$ cat config.mk
export PLATFORM = sky130hd
export DESIGN_NAME = sobel_window_ctrl
export DESIGN_NICKNAME = d
export VERILOG_FILES = /design/src/rtl/sobel_pkg.sv /design/src/rtl/sobel_pos_cntr.sv /design/src/rtl/sobel_window_ctrl.sv
export SDC_FILE = /design/constraint.sdc
export NUM_CORES = 1
export LEC_CHECK = 0
export ABC_AREA = 0
export CORE_MARGIN = 2
export CORE_UTILIZATION = 56
export CTS_CLUSTER_DIAMETER = 100
export DETAILED_ROUTE_END_ITERATION = 16
export PLACE_DENSITY = 0.78
export SYNTH_ARGS = -nofsm -noshare
export SYNTH_HDL_FRONTEND = slang
export SYNTH_SLANG_ARGS = --single-unit
$ cat constraint.sdc
create_clock -name clk -period 3.4 [get_ports clk]
set_clock_uncertainty 0.2 [all_clocks]
set_input_delay 0.51 -clock clk [delete_from_list [all_inputs] [get_ports clk]]
set_output_delay 0.51 -clock clk [all_outputs]
set_load 0.03 [all_outputs]
$ cat src/rtl/sobel_pkg.sv
// Shared constants and helpers for the Sobel window sequencer.
// Frame geometry defaults, FSM state encodings and counter sizing.
package sobel_pkg;

  localparam int unsigned DEF_LINE_WIDTH   = 640;
  localparam int unsigned DEF_FRAME_HEIGHT = 480;

  typedef logic [1:0] state_t;

  localparam state_t ST_IDLE   = 2'd0;
  localparam state_t ST_FILL   = 2'd1;
  localparam state_t ST_ACTIVE = 2'd2;
  localparam state_t ST_DONE   = 2'd3;

  function automatic int unsigned cntr_w(input int unsigned n);
    return (n < 2) ? 1 : $clog2(n);
  endfunction

endpackage

$ cat src/rtl/sobel_pos_cntr.sv
// Column/row position counter pair for a raster pixel stream.
// Holds the position of the next pixel; start loads the slot after (0,0).
module sobel_pos_cntr
  import sobel_pkg::*;
#(
  parameter int unsigned W = DEF_LINE_WIDTH,
  parameter int unsigned H = DEF_FRAME_HEIGHT,
  localparam int unsigned CW = cntr_w(W),
  localparam int unsigned RW = cntr_w(H)
) (
  input  logic          clk,
  input  logic          rst_n,
  input  logic          clr_i,
  input  logic          start_i,
  input  logic          adv_i,
  output logic [CW-1:0] col_o,
  output logic [RW-1:0] row_o
);

  localparam logic [CW-1:0] COL_LAST = CW'(W - 1);
  localparam logic [RW-1:0] ROW_LAST = RW'(H - 1);

  logic [CW-1:0] col_q, col_d;
  logic [RW-1:0] row_q, row_d;

  always_comb begin
    col_d = col_q;
    row_d = row_q;
    if (clr_i) begin
      col_d = '0;
      row_d = '0;
    end else if (start_i) begin
      // the restarting pixel itself sits at (0,0)
      col_d = CW'(1);
      row_d = '0;
    end else if (adv_i) begin
      if (col_q == COL_LAST) begin
        col_d = '0;
        row_d = (row_q == ROW_LAST) ? '0 : row_q + 1'b1;
      end else begin
        col_d = col_q + 1'b1;
      end
    end
  end

  always_ff @(posedge clk or negedge rst_n) begin
    if (!rst_n) begin
      col_q <= '0;
      row_q <= '0;
    end else begin
      col_q <= col_d;
      row_q <= row_d;
    end
  end

  assign col_o = col_q;
  assign row_o = row_q;

endmodule

$ cat src/rtl/sobel_window_ctrl.sv
// Sobel 3x3 window sequencer: gates line-buffer shifts and
// qualifies complete neighbourhoods for the kernel stage.
module sobel_window_ctrl
  import sobel_pkg::*;
#(
  parameter int unsigned LINE_WIDTH   = DEF_LINE_WIDTH,
  parameter int unsigned FRAME_HEIGHT = DEF_FRAME_HEIGHT
) (
  input  logic                            clk,
  input  logic                            rst,
  input  logic                            pixel_valid,
  input  logic                            sof,
  output logic                            lb_shift_en,
  output logic                            win_valid,
  output logic [$clog2(FRAME_HEIGHT)-1:0] win_row,
  output logic [$clog2(LINE_WIDTH)-1:0]   win_col,
  output logic                            frame_done,
  output logic                            frame_err,
  output logic                            busy
);

  localparam int unsigned CW = cntr_w(LINE_WIDTH);
  localparam int unsigned RW = cntr_w(FRAME_HEIGHT);

  localparam logic [CW-1:0] COL_LAST = CW'(LINE_WIDTH - 1);
  localparam logic [RW-1:0] ROW_LAST = RW'(FRAME_HEIGHT - 1);

  state_t state_q, state_d;

  logic [CW-1:0] nxt_col;
  logic [RW-1:0] nxt_row;
  logic [CW-1:0] cur_col;
  logic [RW-1:0] cur_row;

  logic in_frame;
  logic restart;
  logic accept;
  logic at_eol;
  logic win_hit;
  logic last_hit;

  logic          win_valid_q;
  logic [RW-1:0] win_row_q;
  logic [CW-1:0] win_col_q;
  logic          done_q;
  logic          err_q;
  logic          busy_q;

  assign in_frame = (state_q == ST_FILL) || (state_q == ST_ACTIVE);
  assign restart  = pixel_valid && sof &&
                    (in_frame || (state_q == ST_IDLE));
  assign accept   = restart || (pixel_valid && in_frame);

  assign cur_col = restart ? '0 : nxt_col;
  assign cur_row = restart ? '0 : nxt_row;
  assign at_eol  = accept && (cur_col == COL_LAST);

  // ACTIVE implies cur_row >= 2, so only the column needs qualifying
  assign win_hit  = accept && !restart &&
                    (state_q == ST_ACTIVE) &&
                    (cur_col >= CW'(2));
  assign last_hit = at_eol && !restart &&
                    (state_q == ST_ACTIVE) &&
                    (cur_row == ROW_LAST);

  always_comb begin
    state_d = state_q;
    unique case (state_q)
      ST_IDLE: begin
        if (restart) state_d = ST_FILL;
      end
      ST_FILL: begin
        if (restart) begin
          state_d = ST_FILL;
        end else if (at_eol && cur_row == RW'(1)) begin
          state_d = ST_ACTIVE;
        end
      end
      ST_ACTIVE: begin
        if (restart) begin
          state_d = ST_FILL;
        end else if (last_hit) begin
          state_d = ST_DONE;
        end
      end
      ST_DONE: state_d = ST_IDLE;
      default: state_d = ST_IDLE;
    endcase
  end

  sobel_pos_cntr #(
    .W (LINE_WIDTH),
    .H (FRAME_HEIGHT)
  ) u_pos (
    .clk     (clk),
    .rst_n   (rst),
    .clr_i   (state_q == ST_DONE),
    .start_i (restart),
    .adv_i   (accept && !restart),
    .col_o   (nxt_col),
    .row_o   (nxt_row)
  );

  always_ff @(posedge clk or negedge rst) begin
    if (!rst) begin
      state_q     <= ST_IDLE;
      win_valid_q <= 1'b0;
      win_row_q   <= '0;
      win_col_q   <= '0;
      done_q      <= 1'b0;
      err_q       <= 1'b0;
      busy_q      <= 1'b0;
    end else begin
      state_q     <= state_d;
      win_valid_q <= win_hit;
      if (win_hit) begin
        win_row_q <= cur_row - 1'b1;
        win_col_q <= cur_col - 1'b1;
      end
      done_q      <= last_hit;
      err_q       <= pixel_valid && sof && in_frame;
      busy_q      <= (state_d != ST_IDLE);
    end
  end

  assign lb_shift_en = accept;
  assign win_valid   = win_valid_q;
  assign win_row     = win_row_q;
  assign win_col     = win_col_q;
  assign frame_done  = done_q;
  assign frame_err   = err_q;
  assign busy        = busy_q;

endmodule

==> metrics.md, run 1 <==
| Metric | Value |
|---|---|
| Clock slew at reported path FFs | `0.09 ns` |
| GR Util All Layers | `22.92%` |
| ANT cells | `0` |
| WL final | `5.481 mm` |
| Worst Setup Start Kind | `input port` |
| Yosys top cell by area | `dfrtp_1` |
| Starting Density | `58.56%` |
| Setup Buffers After CTS | `0` |
| Placer Congestion | `0.8879` |
| Root Driver | `clkbuf_8` |
| Post-synth EDFFs | `0` |
| Final Hold Vio Count | `0` |
| LEAKAGE | `1.362 nW` |
| Tcrit/Tclk final | `85.80%` |
| Setup violators final | `0` |
| FILL cells | `384` |
| Synth top area share | `42.59%` |
| Nets | `319` |
| RSZ-0062 raised after global routing | `false` |
| Endpoint type of the worst setup path | `flip-flop` |
| Final non-filler cell total | `355` |
| Setup Crit Path Kind | `in -> reg` |
| Ranking of synthesized cells by area | `dfrtp_1 (43%), ha_1 (6.3%), nand2_1 (4.6%), nor2_1 (4.1%), o21ai_0 (3.5%)` |
| Drt first-iter violations | `181` |
| CP Max Fanout | `30` |
| Post-CTS Hold Buffers | `0` |
| DIE AREA | `5175 µm²` |
| Clock tree sinks | `44` |
| Max-slew violation count | `0` |
| Final instance area | `2990 µm²` |
| Slew HR | `37.07%` |
| Status | `complete, no violations` |
| Detail Route Antenna Nets | `0` |
| Tmin final | `2.917 ns` |
| Fmax | `342.8 MHz` |
| DRT Pass-1 Iters | `4` |
| IO buf count | `27` |
| Layout cell share with drive strength beyond 1 | `6.931%` |
| Synth Register Bits | `44` |
| Pint | `0.9786 mW` |
| Dpl cell area | `2831 µm²` |
| Maximum clock path buffer count | `2` |
| Die width | `71.94 µm` |
| Syn Nets | `303` |
| Vias in the first global route | `1,942` |
| First-pass GRT wire length | `9.259 mm` |
| Synth top cells by count | `dfrtp_1 (44), nand2_1 (32), nor2_1 (28)` |
| Ys Warns | `0` |
| Mapped cell area | `2585 µm²` |
| Count leader, synth | `dfrtp_1` |
| Syn Inst Count | `286` |
| P per Cell Area | `438.4 nW/µm²` |
| IO Count | `28` |
| Top_reg_cell synth | `dfrtp_1` |
| Clk pwr share | `42.7%` |
| Grt ovf | `0` |
| Post-synth cell types | `52` |
| Largest net degree at the start of global routing | `45` |
| Max Cap Viol | `0` |
| VDD IR-drop max | `0.2169 mV` |
| PostCTS Resize Cnt | `0` |
| Via density per instance | `5.930` |
| HPWL after detailed placement | `3.670 mm` |
| Switching share of power | `25.35%` |
| Req. time, crit path | `3.39 ns` |
| Drt drc | `0` |
| Placement row count | `24` |
| Worst hold slack | `0.1425 ns` |
| Mean post-synth cell area | `9.038 µm²` |
| Initial antenna violation count | `0` |
| Logic pwr share | `13.9%` |
| Layout area overhead | `15.68%` |
| Asr flop ratio synth | `100.0%` |
| H-tree depth | `2` |
| Placed insts | `347` |
| CTS Buf Count | `5` |
| Core ar. | `4414 µm²` |
| Crit path DAT | `2.91 ns` |
| CTS tree | `yes` |
| WL/cell | `15.44 µm` |
| Register area share after synthesis | `42.59%` |
| Type of the worst min-delay path | `in -> async` |
| Switching power | `0.3322 mW` |
| Worst-Margin Slew | `0.9440 ns` |
| Reg power frac | `43.4%` |
| Die Ht | `71.94 µm` |
| Setup TNS | `0 ns` |
| Vias | `2,105` |
| Skew-Pair Late Insertion Delay | `0.31 ns` |
| Final Power | `1.311 mW` |
## sequential cells by signal, summed over array words and instances (netlist names)
| signal | count |
|---|---|
| state_q | 2 |
| win_valid | 1 |
| win_col | 10 |
| frame_err | 1 |
| frame_done | 1 |
| win_row | 9 |
| u_pos.col_o | 10 |
| busy | 1 |
| u_pos.row_o | 9 |
## power by group through the flow
stage               sequential, mW  clock, mW  combinational [mW]
floorplan                    0.556          0               0.153
global placement             0.577          0               0.176
detailed placement           0.577          0               0.179
CTS                          0.567      0.566               0.183
global route                 0.572      0.584               0.204
finish                       0.569      0.559               0.183
## worst max-delay path, cell delays in order
cell and delay, ns:
clkdlybuf4s50_1 0.51, nand3b_1 0.19, buf_4 0.32, and2_1 0.27, ha_1 0.20, nand2_1 0.06
a211o_1 0.30, o31ai_2 0.20, a22oi_1 0.11, or2_1 0.23
## through the flow
stage	util (%)	worst slack, ns
after global placement	64.14	0.3861
final	67.74	0.4827
after detailed placement	64.14	0.2940
after global routing	67.74	0.3176
after floorplan	-	0.6038
after CTS	67.74	0.5028
## cells in the final DEF (no fill, tap or decap), types with 4 or more instances in the layout
master | Yosys | final
clkdlybuf4s50_1 | 0 | 25
a211oi_1 | 4 | 4
nand2_1 | 32 | 32
nand3_1 | 7 | 7
clkbuf_8 | 0 | 5
and3_1 | 4 | 4
and2_1 | 6 | 6
nor4_1 | 5 | 5
a31oi_1 | 7 | 7
inv_1 | 11 | 11
a21oi_1 | 12 | 12
mux2i_1 | 4 | 4
xnor2_1 | 9 | 9
dfrtp_1 | 44 | 44
ha_1 | 13 | 13
nand2b_1 | 4 | 4
o21ai_0 | 18 | 18
nor2_1 | 28 | 28
xor2_1 | 9 | 9
nand4_1 | 8 | 8
## final timing paths
check / slack [ns] / to / from / cells after the start
setup / recovery: 0.48 / busy$_DFF_PN0_ / pixel_valid / 10
hold / removal: 0.14 / u_pos.col_o[4]$_DFFE_PN0P_ / rst / 1
setup reg to reg: 0.61 / busy$_DFF_PN0_ / state_q[0]$_DFF_PN0_ / 10
hold reg to reg: 0.28 / win_row[1]$_DFFE_PN0P_ / win_row[1]$_DFFE_PN0P_ / 2
max in group asynchronous: 2.27 / u_pos.row_o[5]$_DFFE_PN0P_ / rst / 1
min in group clk: 0.28 / win_row[1]$_DFFE_PN0P_ / win_row[1]$_DFFE_PN0P_ / 2
## layout make-up
| class | instances | area [µm²] | share of cell area [%] |
|---|---|---|---|
| multi-input combinational | 211 | 1346 | 45.02 |
| sequential | 44 | 1101 | 36.82 |
| timing repair buffer | 29 | 277.8 | 9.289 |
| clock inverter | 3 | 90.09 | 3.013 |
| clock buffer | 5 | 68.82 | 2.301 |
| tap | 52 | 65.06 | 2.176 |
| inverter | 11 | 41.29 | 1.381 |
## routing by layer
layer | global-route usage, % | part of all wire [%] | vias to the layer above
met5 | 0 | 0 | -
li1 | - | - | 1035
met2 | 34.77 | 45 | 59
met1 | 32.55 | 48 | 999
met3 | 4.167 | 4.5 | 12
met4 | 9.644 | 2.0 | 0
## logic make-up after synthesis
logic type / count (synthesis) / synth area share [%]
AOI/OAI and AO/OA: 61 / 15.10
buffers and inverters: 31 / 5.324
muxes: 4 / 1.549
xor gates and xnor gates: 18 / 6.099
and+or+nand+nor: 115 / 23.04
DFF: 44 / 42.59
adders and majority gates: 13 / 6.293
No activity file was read; power rests on OpenSTA's default activity.
==> inputs of run 2 (changes only) <==
--- a/config.mk
+++ b/config.mk
@@ -5,12 +5,12 @@
 export SDC_FILE = /design/constraint.sdc
 export NUM_CORES = 1
 export LEC_CHECK = 0
-export ABC_AREA = 0
 export CORE_MARGIN = 2
 export CORE_UTILIZATION = 56
 export CTS_CLUSTER_DIAMETER = 100
 export DETAILED_ROUTE_END_ITERATION = 16
 export PLACE_DENSITY = 0.78
+export SLEW_MARGIN = 15
 export SYNTH_ARGS = -nofsm -noshare
 export SYNTH_HDL_FRONTEND = slang
 export SYNTH_SLANG_ARGS = --single-unit
==> results of run 2 <==
Same layout as run 1: the final DEF is identical, and so are final timing and power.
==> RTL edit (settings of run 2) <==
Register the inputs `pixel_valid` and `sof` before use. The logic sees them one clock later.
--- a/src/rtl/sobel_window_ctrl.sv
+++ b/src/rtl/sobel_window_ctrl.sv
@@ -25,6 +25,14 @@
   localparam logic [CW-1:0] COL_LAST = CW'(LINE_WIDTH - 1);
   localparam logic [RW-1:0] ROW_LAST = RW'(FRAME_HEIGHT - 1);
 
+  logic pixel_valid_q;
+  logic sof_q;
+
+  always_ff @(posedge clk) begin
+    pixel_valid_q <= pixel_valid;
+    sof_q         <= sof;
+  end
+
   state_t state_q, state_d;
 
   logic [CW-1:0] nxt_col;
@@ -47,9 +55,9 @@
   logic          busy_q;
 
   assign in_frame = (state_q == ST_FILL) || (state_q == ST_ACTIVE);
-  assign restart  = pixel_valid && sof &&
+  assign restart  = pixel_valid_q && sof_q &&
                     (in_frame || (state_q == ST_IDLE));
-  assign accept   = restart || (pixel_valid && in_frame);
+  assign accept   = restart || (pixel_valid_q && in_frame);
 
   assign cur_col = restart ? '0 : nxt_col;
   assign cur_row = restart ? '0 : nxt_row;
@@ -118,7 +126,7 @@
         win_col_q <= cur_col - 1'b1;
       end
       done_q      <= last_hit;
-      err_q       <= pixel_valid && sof && in_frame;
+      err_q       <= pixel_valid_q && sof_q && in_frame;
       busy_q      <= (state_d != ST_IDLE);
     end
   end
Check against the original RTL: not equivalent (a bounded check fails within 4 cycles, from zero or initial values and one cycle with rst low).
==> RTL edit against run 2 <==
Hold slack improved by 20 ps. Core utilization fell by 3.2 points. Sequential power rose by 9.7%. Sequential share of layout area rose by 1.4 points. Area after synthesis rose by 2.4%. Setup slack got worse by 89 ps. Non-clock buffer count rose by 1. Combinational power rose by 99%. Wire length rose by 3.6%. Sequential cell count rose by 2. Final area barely moved. Total power rose by 5.4%. Largest cell class unchanged.
==> RTL edit: results (changes against run 2) <==
run status: finished clean (unchanged)
worst path arrival time: 2300 ps (was 2910 ps)
leading post-synthesis cells by cell area: dfrtp_1, ha_1, nand2_1 (unchanged)
Post-Place Cells: 352 (was 347)
placed cell areas: 0.00288 sq mm (was 0.00283 sq mm)
Post-synth ARST share: 95.7% (was 100%)
final RePlAce weighted congestion: 0.865 (was 0.888)
Synth Area per Inst: 9.13 sq um (was 9.04 sq um)
Finished Layout Cells: 360 (was 355)
Final Hold Viols: 0 (unchanged)
synth unique cells: 48 (was 52)
FILL cells: 384 (unchanged)
port bufs: 27 (unchanged)
compound-cell area share of the yosys netlist: 14.0% (was 15.1%)
Worst-Skew Late Latency: 310 ps (about the same)
delay of the slowest critical-path stage: 670 ps (was 510 ps)
largest net degree at the start of global routing: 45 (unchanged)
first-pass GRT wire length: 9580 microns (was 9260 microns)
Adder-Cell Fraction of Synth Area: 6.15% (was 6.29%)
Worst IR Drop VDD: 0.000320 V (was 0.000217 V)
Critical-path top delay cell: clkdlybuf4s50_1 (unchanged)
Tightest Hold Check Type: in2async (unchanged)
share of layout cells above drive strength 1: 6.21% (was 6.93%)
multiplexer area fraction after synthesis: 0.757% (was 1.55%)
xor/xnor cell area share of the yosys netlist: 5.30% (was 6.10%)
root buffer cell: clkbuf_8 (unchanged)
Slew @ Worst Pin: 989 ps (was 944 ps)
# diodes: 0 (unchanged)
Tot GR Track Use: 23.4% (was 22.9%)
initial detailed-routing violation count: 157 (was 181)
critical-path maximum fanout: 26 (was 30)
vias per inst: 5.95 (was 5.93)
final WL: 5680 microns (was 5480 microns)
Lkg Pwr: 1.33 nW (was 1.36 nW)
warnings from Yosys: 0 (unchanged)
Post-synth top cells: dfrtp_1, nand2_1, nor2_1, o21ai_0, ha_1 (unchanged)
grt total ovfl: 0 (unchanged)
TritonCTS Buffers: 5 (unchanged)
CTS resizes: 0 (unchanged)
Largest delay share family, worst path: buffers and inverters (unchanged)
initial antenna violation count: 0 (unchanged)
H-tree Lvls: 2 (unchanged)
vias in the first global route: 2038 (was 1942)
post-synthesis sequential area ratio: 43.1% (was 42.6%)
Nets: 322 (was 319)
syn nets: 307 (was 303)
Initial DRT Pass Iterations: 4 (unchanged)
Reg clk slew, reported paths: 90 ps (about the same)
Post-CTS Setup Bufs: 0 (unchanged)
DP HPWL: 3880 microns (was 3670 microns)
clock buffer depth: 2 (unchanged)
Worst Setup SP: state_q[1] (was pixel_valid)
[RTL edit: through the flow]
stage	worst slack [ps]	utilization, %
2_1_floorplan	322	-
3_3_place_gp	642	62.2
3_5_place_dp	590	62.2
4_1_cts	392	64.5
5_1_grt	283	64.5
6_report	393	64.5
[RTL edit: power by group]
group	total, mW	internal, mW	leakage [nW]	switching (mW)
registers	0.624	0.576	0.623	0.0474
clock network	0.394	0.205	0.0575	0.189
logic	0.364	0.146	0.654	0.218
total	1.38	0.928	1.33	0.454
[RTL edit: layout make-up]
cell class | instances | area, sq um | area share [%]
Timing Repair Buffer | 30 | 288 | 9.63
Tap cell | 54 | 67.6 | 2.26
Multi-Input combinational cell | 212 | 1340 | 45.0
Clock buffer | 8 | 110 | 3.69
Sequential cell | 46 | 1140 | 38.2
Inverter | 10 | 37.5 | 1.26
[RTL edit: worst paths after layout]
check | endpoint | slack [ps] | depth (start not counted)
max in group asynchronous | win_row[1] | 2230 | 1
worst max register to register | busy | 550 | 9
min in group clk | win_col[0] | 280 | 2
worst min register to register | win_col[0] | 280 | 2
worst max-delay path | lb_shift_en | 390 | 5
worst min-delay path | win_col[2] | 160 | 1
[RTL edit: metal layers]
metal	share of wire, %	routed length, microns	vias to the layer above	track usage, %
met5	0	0	-	0
met2	50	2850	53	38.0
met1	44	2500	1030	30.9
met3	3.8	216	13	4.14
met4	2.1	118	0	9.88
li1	-	-	1046	-
[RTL edit: kinds of logic (layout without fill, tap and decap cells)]
family / after synthesis / in the layout
and+or+nand+nor: 123 / 123
AOI/OAI and AO/OA: 58 / 58
adders and majority gates: 13 / 13
buffers and inverters: 32 / 48
muxes: 2 / 2
xor gates and xnor gates: 16 / 16
DFF: 46 / 46
